===== config.mk =====
export PLATFORM = sky130hd
export DESIGN_NAME = plot_arbiter
export DESIGN_NICKNAME = d
export VERILOG_FILES = /design/src/rtl/plot_arbiter.sv
export SDC_FILE = /design/constraint.sdc
export NUM_CORES = 1
export LEC_CHECK = 0
export BUFFER_PORTS_ARGS = -buffer_cell sky130_fd_sc_hd__buf_2
export CORE_ASPECT_RATIO = 0.7
export CORE_MARGIN = 3
export CORE_UTILIZATION = 47
export CTS_BUF_LIST = sky130_fd_sc_hd__clkbuf_4 sky130_fd_sc_hd__clkbuf_8
export DETAILED_ROUTE_END_ITERATION = 6
export GPL_TIMING_DRIVEN = 1
export PLACE_DENSITY = 0.78
export REMOVE_ABC_BUFFERS = 1
export SYNTH_ARGS = -nofsm -noshare
export SYNTH_HDL_FRONTEND = slang
export SYNTH_SLANG_ARGS = --single-unit

===== constraint.sdc =====
create_clock -name clk -period 1.8 [get_ports clk]
set_clock_uncertainty 0.2 [all_clocks]
set_input_delay 0.09 -clock clk [delete_from_list [all_inputs] [get_ports clk]]
set_output_delay 0.09 -clock clk [all_outputs]
set_load 0.03 [all_outputs]

===== src/rtl/plot_arbiter.sv =====
// Round-robin arbiter that shares the VGA framebuffer write port between up to four draw engines.
// The owner keeps the port until it drops req or runs for MAX_HOLD cycles. Its pixels are registered to the adapter.
module plot_arbiter #(
  parameter int N_REQ    = 2,
  parameter int MAX_HOLD = 19200
) (
  input  logic               clk,
  input  logic               reset,
  input  logic [N_REQ-1:0]   req,
  input  logic [N_REQ-1:0]   pix_valid,
  input  logic [N_REQ*8-1:0] pix_x,
  input  logic [N_REQ*8-1:0] pix_y,
  input  logic [N_REQ*3-1:0] pix_color,
  output logic [N_REQ-1:0]   grant,
  output logic [N_REQ-1:0]   pix_ready,
  output logic [7:0]         x,
  output logic [7:0]         y,
  output logic [2:0]         color_draw,
  output logic               plot,
  output logic [1:0]         owner,
  output logic               busy,
  output logic               timeout
);

  localparam int HOLD_W = $clog2(MAX_HOLD) + 1;

  typedef enum logic [1:0] {
    IDLE = 2'd0,
    OWN  = 2'd1,
    GAP  = 2'd2
  } state_t;

  state_t             state_q, state_d;
  logic [N_REQ-1:0]   grant_q, grant_d;
  logic               plot_q, plot_d;
  logic [7:0]         x_q, x_d;
  logic [7:0]         y_q, y_d;
  logic [2:0]         color_q, color_d;
  logic [1:0]         owner_q, owner_d;
  logic [1:0]         rr_ptr_q, rr_ptr_d;
  logic [HOLD_W-1:0]  hold_q, hold_d;
  logic               timeout_q, timeout_d;

  logic               own_req;
  logic               own_valid;
  logic [7:0]         own_x;
  logic [7:0]         own_y;
  logic [2:0]         own_color;
  logic [1:0]         next_ptr;
  logic               found;
  logic [N_REQ-1:0]   sel_grant;
  logic [1:0]         sel_idx;
  logic               hold_limit;

  // Owner's request and pixel fields, using constant indices so that out-of-range owners cannot be selected.
  always_comb begin
    own_req   = 1'b0;
    own_valid = 1'b0;
    own_x     = '0;
    own_y     = '0;
    own_color = '0;
    next_ptr  = 2'd0;
    for (int i = 0; i < N_REQ; i++) begin
      if (owner_q == 2'(i)) begin
        own_req   = req[i];
        own_valid = pix_valid[i];
        own_x     = pix_x[8*i +: 8];
        own_y     = pix_y[8*i +: 8];
        own_color = pix_color[3*i +: 3];
        next_ptr  = 2'((i + 1) % N_REQ);
      end
    end
  end

  // Scan upward from rr_ptr with wrap-around, and pick the first active requester.
  always_comb begin
    found     = 1'b0;
    sel_grant = '0;
    sel_idx   = 2'd0;
    for (int k = 0; k < N_REQ; k++) begin
      for (int j = 0; j < N_REQ; j++) begin
        if (!found && req[j] && (j == (int'(rr_ptr_q) + k) % N_REQ)) begin
          found        = 1'b1;
          sel_grant[j] = 1'b1;
          sel_idx      = 2'(j);
        end
      end
    end
  end

  assign hold_limit = (hold_q == HOLD_W'(MAX_HOLD - 1));

  always_comb begin
    state_d   = state_q;
    grant_d   = grant_q;
    plot_d    = 1'b0;
    x_d       = x_q;
    y_d       = y_q;
    color_d   = color_q;
    owner_d   = owner_q;
    rr_ptr_d  = rr_ptr_q;
    hold_d    = hold_q;
    timeout_d = 1'b0;
    case (state_q)
      IDLE: begin
        if (found) begin
          state_d = OWN;
          grant_d = sel_grant;
          owner_d = sel_idx;
          hold_d  = '0;
        end
      end
      OWN: begin
        hold_d = hold_q + HOLD_W'(1);
        // pix_ready is high for the whole OWN state, including the release cycle.
        if (own_valid) begin
          plot_d  = 1'b1;
          x_d     = own_x;
          y_d     = own_y;
          color_d = own_color;
        end
        if (!own_req || hold_limit) begin
          state_d   = GAP;
          grant_d   = '0;
          rr_ptr_d  = next_ptr;
          timeout_d = own_req && hold_limit;
        end
      end
      GAP: begin
        state_d = IDLE;
      end
      default: begin
        state_d = IDLE;
        grant_d = '0;
      end
    endcase
  end

  always_ff @(posedge clk or posedge reset) begin
    if (reset) begin
      state_q   <= IDLE;
      grant_q   <= '0;
      plot_q    <= 1'b0;
      x_q       <= '0;
      y_q       <= '0;
      color_q   <= '0;
      owner_q   <= 2'd0;
      rr_ptr_q  <= 2'd0;
      hold_q    <= '0;
      timeout_q <= 1'b0;
    end else begin
      state_q   <= state_d;
      grant_q   <= grant_d;
      plot_q    <= plot_d;
      x_q       <= x_d;
      y_q       <= y_d;
      color_q   <= color_d;
      owner_q   <= owner_d;
      rr_ptr_q  <= rr_ptr_d;
      hold_q    <= hold_d;
      timeout_q <= timeout_d;
    end
  end

  assign grant      = grant_q;
  assign pix_ready  = grant_q;
  assign x          = x_q;
  assign y          = y_q;
  assign color_draw = color_q;
  assign plot       = plot_q;
  assign owner      = owner_q;
  assign busy       = (state_q == OWN);
  assign timeout    = timeout_q;

endmodule


# Yosys cells after proc, flatten, opt, wreduce, memory -nomap -nowiden
# Index checks and enable logic that the tools add are counted.
# op_classes
n_addsub,2
n_eq_ne,7
mux,34
bitwise,2
n_reduce_logical,24
# ops
cell,n
logical NOT 32 bit,2
2-to-1 mux 8 bit,4
case mux 16 bit (2 select lines),1
2-to-1 mux 1 bit,18
"adder 16 x 1 -> 16 bit, second input constant",1
"== test 16 x 15 -> 1 bit, second input constant",1
2-to-1 mux 16 bit,1
2-to-1 mux 2 bit,6
AND reduction 2 bit,5
logical AND 1 bit,8
2-to-1 mux 3 bit,2
case mux 2 bit (3 select lines),1
"== test 2 x 1 -> 1 bit, second input constant",2
logical NOT 1 bit,4
logical NOT 2 bit,2
case mux 2 bit (2 select lines),1
AND reduction 3 bit,1
"== test 2 bit, first input constant",1
"== test 2 bit, second input constant",1
"inequality test 2 x 1 -> 1 bit, second input constant",1
"inequality test 2 bit, second input constant",1
nonzero test 2 bit,1
"adder 1 bit, second input constant",1
"bitwise AND 1 bit, first input constant",1
2 further kinds,2
# totals
register_bits,44
inputBits,44
out_inout_bits,28
wordCells,79

# Logic depth before layout (Yosys ltp)
# Gate-level depths: netlist of run 1.
# logic_depth
depth_word,17
ltp_mapped,7
mapped_depth_nobuf,5

# Worst setup path before layout of run 1
# No wires, ideal clock.
# synth_timing
kind,reg2reg
start,register owner_q[0] (netlist: owner[0])
end,register x_q[6] (netlist: x[6])
setup_time_ps,137
t_arrival_ps,1507
required_time_ps,1463
slack_ps,-43
path_stages_with_launch,5
n_path_buf,2
synth_period_minus_slack_ps,1843
cell_sequence,dfrtp_1 -> clkbuf_1 -> clkbuf_1 -> mux2i_1 -> a21oi_1
# synth_via
elab_chain_len,4
word_cells_on_any_way,7
cone_classes,eq/ne (1); mux (4); reduce/logical (2)
# synth_rtl
item,line_no,rtl
start: declaration,39,"logic [1:0] owner_q, owner_d;"
start signal: assignment,158,owner_q <= owner_d;
logical NOT 2 bit,64,if (owner_q == 2'(i)) begin
2-to-1 mux 1 bit (2 in series),64,
AND reduction 2 bit (no line),--,
end signal: assignment,144,x_q <= '0;
end signal: assignment,155,x_q <= x_d;
end: declaration,36,"logic [7:0] x_q, x_d;"
# Parallel ways exist; a longest one is shown, timed or not.
# A chain may end at the register's enable or synchronous reset.

# Worst setup path after layout of run 1
# layout_timing
start,input port req[1]
end,register hold_q[10]
# layout_via
elab_chain_len,13
# layout_rtl
item,line_no,rtl
start: declaration,9,"input logic [N_REQ-1:0] req,"
logical AND 1 bit (2 in series),82,if (!found && req[j] && (j == (int'(rr_ptr_q) + k) % N_REQ)) begin
2-to-1 mux 1 bit,82,
logical NOT 1 bit,82,
logical AND 1 bit (2 in series),82,
2-to-1 mux 1 bit,82,
logical NOT 1 bit,82,
logical AND 1 bit (2 in series),82,
2-to-1 mux 1 bit (*),82,
inequality test 2 bit (no line) (*),--,
AND reduction 2 bit (no line) (*),--,
end signal: assignment,160,hold_q <= hold_d;
end: declaration,41,"logic [HOLD_W-1:0] hold_q, hold_d;"
# Mark *: on every way between the ends. The rest lies on a longest branch, timed or not.

==> metrics.md, run 1 <==
| Metric | Value |
|---|---|
| Worst-margin pin slew | 0.561 ns |
| Normalized max-slew margin | 62.6% |
| Final Max Tran Viols | 0 |
| Clk_lat worst skew | 0.30 ns |
| Clk buf depth | 2 |
| Final ANT Viol Nets | 0 |
| Overflow after GRT | 0 |
| Yosys reg bits | 43 |
| Worst reg-to-reg setup slack | 0.02 ns |
| Initial Utilization | 51.8% |
| Cells after Synth | 220 |
| Hold_sp | pix_x[12] |
| Sequential share of the synthesized area | 50.2% |
| Status | completed |
| First-pass GRT wire length | 10,600 um |
| Async SR Flop Fraction | 100% |
| Finished Layout Cells | 407 |
| Worst-path clk slew | 0.08 ns |
| Area Overhead vs Synth | 56.2% |
| Core Area | 0.00414 mm2 |
| Vert. Die Dim | 62.5 um |
| Worst Setup Slack post-DPL | -0.000879 ns |
| CP Max Fanout | 9 |
| Most common library cell in the layout ignoring fill and taps | buf_2 |
| Die area | 0.00542 mm2 |
| DRT iter0 DRCs | 225 |
| Largest area contributor in the netlist | dfrtp_1 |
| Hold Crit Depth | 4 |
| Setup violations, final | 0 |
| Yosys cell types | 41 |
| Chip Width | 86.7 um |
| Post-Route WL | 7450 um |
| Vias/cell | 5.64 |
| Yosys warnings | 0 |
| CP endpoint kind | flop |
| Root Buffer Master | clkbuf_8 |
| Worst R2R Path Depth | 5 |
| Gr usage total | 25.5% |
| Via Count | 2,296 |
| Most frequent cells in the layout | buf_2 (68), dfrtp_1 (42), dlygate4sd3_1 (40) |
| Fin crit share | 98.9% |
| Avg Cell Area, Syn | 9.74 um2 |
| I/O pin count | 72 |
| CTS Buf Count | 5 |
| Rows | 19 |
| Minimum clock period | 1.78 ns |
| Design Power | 0.00515 W |
| Port bufs | 70 |
| Post-route cell area | 0.00335 mm2 |
| Share of cells above drive strength 1 | 35.3% |
| IR drop worst, VDD | 1080 uV |
| Post-placement cell area | 0.00267 mm2 |
| DRC viols | 0 |
| Final core occ | 80.9% |
| Max frequency | 562 MHz |
| Max-cap violations | 0 |
| Critical Path AT | 1.81 ns |
| Initial DRT Pass Iterations | 5 |
| Final setup margin | 0.0194 ns |
| Wire per inst | 18.3 um |
| Share of the synthesized area in the top cell type | 50.2% |
| Hold Crit Class | primary input to flop |
| Lkg Pwr | 1.64 nW |
| Nets@finish | 399 |
| Worst setup path start | req[1] |
| Detailed placement HPWL | 3960 um |
| Placed cells | 351 |
| Largest net degree at the start of global routing | 44 |
| Post-synth EDFFs | 0 |
| H-tree depth | 2 |
| Clk sink count | 43 |
| Kind of critical path | primary input to flop |
| Initial antenna violation count | 1 |
| Reg2reg start | hold_q[0]$_DFFE_PP0P_ |
| Final Hold Viols | 0 |
| Placer's final routability congestion estimate | 0.819 |
| Pwr Density | 1540 mW/mm2 |
| Netlist Area Pre-Place | 0.00214 mm2 |
| Vias in the first global route | 2,259 |
| Critical Path RT | 1.83 ns |
| RSZ-0062 raised after global routing | yes |
| Startpoint Class | primary input |
| Area contributors post-synth | dfrtp_1 (50%), mux2i_1 (12%), a21oi_1 (6.5%) |
| CTS tree | done |
| Ys flop type | dfrtp_1 |
synthesized netlist by cell type (all sizes together) (2+ instances only):
library cell and count:
nor3 2, and3 2, dfrtp 43, a22o 3, nand3 8, nand2b 4
nor4 2, inv 5, nand2 14, a21oi 28, clkbuf 4, nand4 5
buf 9, mux2 2, nor2 32, o21ai 8, a41oi 2, mux2i 26
and4 2, or2 3
final cells by class:
class | count | area (um2)
antenna | 1 | 2.50
clock buffer | 6 | 76.3
clock inverter | 1 | 30.0
fill | 251 | 788
inverter | 5 | 21.3
multi-input combinational | 159 | 1060
sequential | 43 | 1080
tap | 52 | 65.1
timing repair buffer | 140 | 1020
flip-flops by register name (all words and copies together) (netlist names):
signal	cells
timeout	1
state_q	2
owner	1
grant	2
color_draw	3
plot	1
x	8
y	8
rr_ptr_q	1
hold_q	16
power breakdown:
group          leakage, nW  internal (W)  switching [W]  total [W]
registers            0.530       0.00129       0.000243    0.00153
logic                 1.05       0.00115        0.00172    0.00287
clock network       0.0547      0.000422       0.000326   0.000748
metal layers:
layer / share of wire (%) / global-route usage [%] / up-vias
li1: - / - / 1046
met1: 39 / 29.6 / 1114
met2: 51 / 45.7 / 111
met3: 6.2 / 5.80 / 25
met4: 3.1 / 8.75 / 0
met5: 0 / 0 / -
cell families after synthesis:
logic type                 after synthesis  synth area share, %
adders and majority gates                1                0.584
DFF                                     43                 50.2
AOI/OAI and AO/OA                       49                 13.5
other                                    1                0.175
xor gates and xnor gates                 1                0.409
and+or+nand+nor                         79                 18.0
buffers and inverters                   18                 3.97
muxes                                   28                 13.2
through the flow:
stage	TNS, ns	hold slack, ns
5_1_grt	-0.241	0.159
3_3_place_gp	0	0.0471
6_report	0	0.138
3_5_place_dp	-0.000879	0.0533
2_1_floorplan	-25.59	0.0551
4_1_cts	0	0.128
worst max-delay path, cell delays in order:
cell           delay, ns
dlygate4sd3_1       0.53
clkbuf_4            0.20
nor3_2              0.08
or2_1               0.25
or4_4               0.52
a21oi_2             0.13
worst paths after layout:
check                                               to
worst max-delay path            hold_q[10]$_DFFE_PP0P_
worst min-delay path                  x[4]$_DFFE_PP0P_
worst max register to register  hold_q[10]$_DFFE_PP0P_
worst min register to register  hold_q[15]$_DFFE_PP0P_
max in group asynchronous       state_q[1]$_DFFE_PP0P_
min in group asynchronous             y[7]$_DFFE_PP0P_
timing repair:
item / CTS / global route
setup endpoints to repair: 3 / 20
hold buffers: 41 / 0
buffers inserted: 1 / 5
pin swaps: 1 / 6
gates cloned: 0 / 1
endpoints found under the hold margin: 64 / 0
gates resized for setup: 4 / 17
Power figures use the tool's default switching activity.
==> inputs of run 2 (changes only) <==
- SETUP_SLACK_MARGIN: unset -> 0.3
==> run 2 against run 1 <==
Compared with the run above:
- the run now fails in global routing
- synthesized area stayed put
- synthesized cell count is the same
==> metrics.md, run 2 <==
| Metric | Value |
|---|---|
| Yosys reg bits | 43 |
| Root Buffer Master | clkbuf_8 |
| Area contributors post-synth | dfrtp_1 (50%), mux2i_1 (12%), a21oi_1 (6.5%) |
| Vert. Die Dim | 62.5 um |
| CTS Buf Count | 5 |
| Async SR Flop Fraction | 100% |
| Clk buf depth | 2 |
| Chip Width | 86.7 um |
| Yosys cell types | 41 |
| Clk sink count | 43 |
| Rows | 19 |
| Worst EP kind | register input |
| Yosys warnings | 0 |
| Avg Cell Area, Syn | 9.74 um2 |
| First error | [ERROR DPL-0038] Utilization greater than 100%, impossible to legalize |
| Cells after Synth | 220 |
| Initial Utilization | 51.8% |
| Largest area contributor in the netlist | dfrtp_1 |
| Top cells by count, synth | dfrtp_1 (43), nor2_1 (32), a21oi_1 (28), mux2i_1 (26), nand2_1 (14) |
| Ys flop type | dfrtp_1 |
| Share of the synthesized area in the top cell type | 50.2% |
| Placer's final routability congestion estimate | 0.819 |
| Exit stage | global routing |
| Largest net degree at the start of global routing | 44 |
| Worst EP post-GRT repair | state_q[0]$_DFFE_PP0P_/D |
| Sequential share of the synthesized area | 50.2% |
| Post-synth EDFFs | 0 |
| Netlist Area Pre-Place | 0.00214 mm2 |
| Post-placement cell area | 0.00267 mm2 |
| I/O pin count | 72 |
| Status | did not finish |
| Most common cell in the netlist | dfrtp_1 |
| H-tree depth | 2 |
| Port bufs | 70 |
| Detailed placement HPWL | 3960 um |
-- run 2: cell counts after synthesis --
No cell type changed its count.
-- run 2: repair_timing --
action	in CTS
setup buffers	15
hold buffers	40
endpoints found under the hold margin	63
endpoints found under the setup margin	39
gates resized for setup	76
cloned	3
pin swaps	13
-- run 2: cell families after synthesis --
group                    after synthesis  share of synthesized area, %
flip-flops                            43                          50.2
multiplexers                          28                          13.2
adder cells (fa/ha/maj)                1                         0.584
other                                  1                         0.175
buffers and inverters                 18                          3.97
AND/OR/NAND/NOR                       79                          18.0
XOR/XNOR                               1                         0.409
AO/OA/AOI/OAI                         49                          13.5
-- run 2: per-stage QoR --
step | TNS (ns) | setup slack (ns) | hold WS, ns | std cells
floorplan | -25.59 | -1.22 | 0.0551 | 207
global placement | 0 | 0.0418 | 0.0471 | 351
detailed placement | -0.000879 | -0.000879 | 0.0533 | 351
CTS | 0 | 0.0525 | 0.0389 | 416
==> inputs of run 3 (changes only) <==
- CORE_ASPECT_RATIO: 0.7 -> unset
- CORE_UTILIZATION: 47 -> 40
- CTS_BUF_LIST: sky130_fd_sc_hd__clkbuf_4 sky130_fd_sc_hd__clkbuf_8 -> unset
- PLACE_DENSITY: 0.78 -> unset
- PLACE_DENSITY_LB_ADDON: unset -> 0.15
- SETUP_SLACK_MARGIN: 0.3 -> unset
- clock period: 1.8 -> 2.3 ns (I/O delays scaled with it)
==> run 3 against run 2 <==
Compared with the run above:
- the flow now finishes without violations
==> metrics.md, run 3 (synthesis results as in run 1) <==
| Metric | Value |
|---|---|
| Busiest grt layer | met2 |
| First-pass GRT wire length | 8960 um |
| N_diodes | 0 |
| Worst Setup Slack post-DPL | 0.397 ns |
| Via Count | 1,989 |
| Worst-path clk slew | 0.07 ns |
| RSZ-0062 raised after global routing | no |
| Net Sw Power | 0.00156 W |
| Initial Utilization | 41.7% |
| Max reg flops | 16 |
| Vias/cell | 4.98 |
| Pwr Density | 1160 mW/mm2 |
| Worst-margin pin slew | 0.776 ns |
| P_int | 0.00197 W |
| I/O pin count | 72 |
| Placer's final routability congestion estimate | 0.771 |
| Met2 Usage GRT | 27.9% |
| Clk sink count | 43 |
| Critical Path AT | 2.03 ns |
| Final Hold Viols | 0 |
| Port bufs | 70 |
| Max frequency | 483 MHz |
| Most common library cell in the layout ignoring fill and taps | buf_2 |
| Vert. Die Dim | 79.2 um |
| Most frequent cells in the layout | buf_2 (70), dfrtp_1 (42), dlygate4sd3_1 (41) |
| Max-cap violations | 0 |
| Clk pwr share | 14.8% |
| Area of the multi-input gates | 985 um2 |
| Clk buf depth | 2 |
| Buf/Inv on CP | 2 |
| Status | completed |
| Area Overhead vs Synth | 42.4% |
| Root Buffer Master | clkbuf_8 |
| Gr usage total | 18.1% |
| Vias in the first global route | 1,913 |
| Rows | 26 |
| DRC viols | 0 |
| CTS tree | done |
| Minimum clock period | 2.07 ns |
| Top reg by flops | hold_q |
| Chip Width | 79.2 um |
| Core Area | 0.00514 mm2 |
| IR drop worst, VDD | 698 uV |
| Met3 Track Usage GR | 3.63% |
| Die area | 0.00627 mm2 |
| Clk_lat worst skew | 0.29 ns |
| Postcts setup bufs | 0 |
| CP Max Fanout | 16 |
| Sequential Power Share | 34.3% |
| Normalized max-slew margin | 47.9% |
| Final setup TNS | 0 ns |
| Lkg Pwr | 1.46 nW |
| CP endpoint kind | flop |
| Cells along the critical path | buf_4 > mux2i_1 > dlygate4sd3_1 > a21oi_1 |
| Final setup margin | 0.230 ns |
| Nets@finish | 373 |
| Initial antenna violation count | 0 |
| Wire per inst | 13.4 um |
| Kind of critical path | flop to flop |
| CP max stage cell | dlygate4sd3_1 |
| Largest net degree at the start of global routing | 44 |
| Final ANT Viol Nets | 0 |
| Share of cells above drive strength 1 | 26.4% |
| Delay of the slowest critical-path stage | 0.58 ns |
| Sw Ratio | 44.2% |
| Comb power frac | 50.9% |
| Overflow after GRT | 0 |
| Initial DRT Pass Iterations | 4 |
| Design Power | 0.00353 W |
| Post-Route WL | 5360 um |
| Detailed placement HPWL | 3500 um |
| H-tree depth | 2 |
| Fin crit share | 90.0% |
| CTS Buf Count | 5 |
| Startpoint Class | flop |
| Final Max Tran Viols | 0 |
| Critical Path RT | 2.26 ns |
| Setup violations, final | 0 |
| Fillers | 453 |
| CP top delay family | buffers and inverters |
| Final core occ | 59.4% |
| GR Util met1 | 25.1% |
| DRT iter0 DRCs | 73 |
| Sequential cell area | 0.00108 mm2 |
| Hold Crit Class | primary input to flop |
run 3: power groups by stage:
| stage | logic [W] | clock network (W) | registers [W] |
|---|---|---|---|
| global route | 0.00198 | 0.000567 | 0.00125 |
| CTS | 0.00180 | 0.000536 | 0.00121 |
| detailed placement | 0.00162 | 0 | 0.00122 |
| floorplan | 0.000688 | 0 | 0.00167 |
| finish | 0.00180 | 0.000521 | 0.00121 |
| global placement | 0.00161 | 0 | 0.00121 |
run 3: per-stage QoR:
step	hold slack [ns]	instance area (um2)	cells
after floorplan	0.0801	2080	207
after global placement	0.0806	2540	350
after detailed placement	0.0851	2540	350
after CTS	0.238	3050	399
after global routing	0.299	3050	399
final	0.248	3050	399
run 3: tightest hold or removal path: cells and delay by family:
family                 cells  cell delay [ns]
multiplexers               1             0.16
AND/OR/NAND/NOR            1             0.04
buffers and inverters      2             0.34
run 3: path summary, 6_finish.rpt:
kind	start	end	slack [ns]	cells past startpoint
setup / recovery	owner[0]$_DFFE_PP0P_	y[3]$_DFFE_PP0P_	0.23	4
hold / removal	pix_valid[0]	plot$_DFF_PP0_	0.25	4
setup reg to reg	owner[0]$_DFFE_PP0P_	y[3]$_DFFE_PP0P_	0.23	4
hold reg to reg	hold_q[14]$_DFFE_PP0P_	hold_q[14]$_DFFE_PP0P_	0.29	1
max in group asynchronous	reset	owner[0]$_DFFE_PP0P_	1.19	4
min in group asynchronous	reset	y[7]$_DFFE_PP0P_	0.30	4
run 3: metal layers:
metal | vias up | wire [um]
li1 | 992 | -
met2 | 62 | 2490
met4 | 0 | 63
met5 | - | 0
met3 | 7 | 301
met1 | 928 | 2500
run 3: layout make-up:
class                   instances  area share, %
clock buffers                   8           3.28
inverters                       5          0.615
well taps                      70           2.87
repair buffers                114           25.7
flip-flops and latches         43           35.3
multi-input cells             159           32.3
run 3: timing repair:
item,4_1_cts,5_1_grt
endpoints found under the setup margin,0,4
gates resized for setup,0,1
hold buffers,41,0
endpoints found under the hold margin,64,0
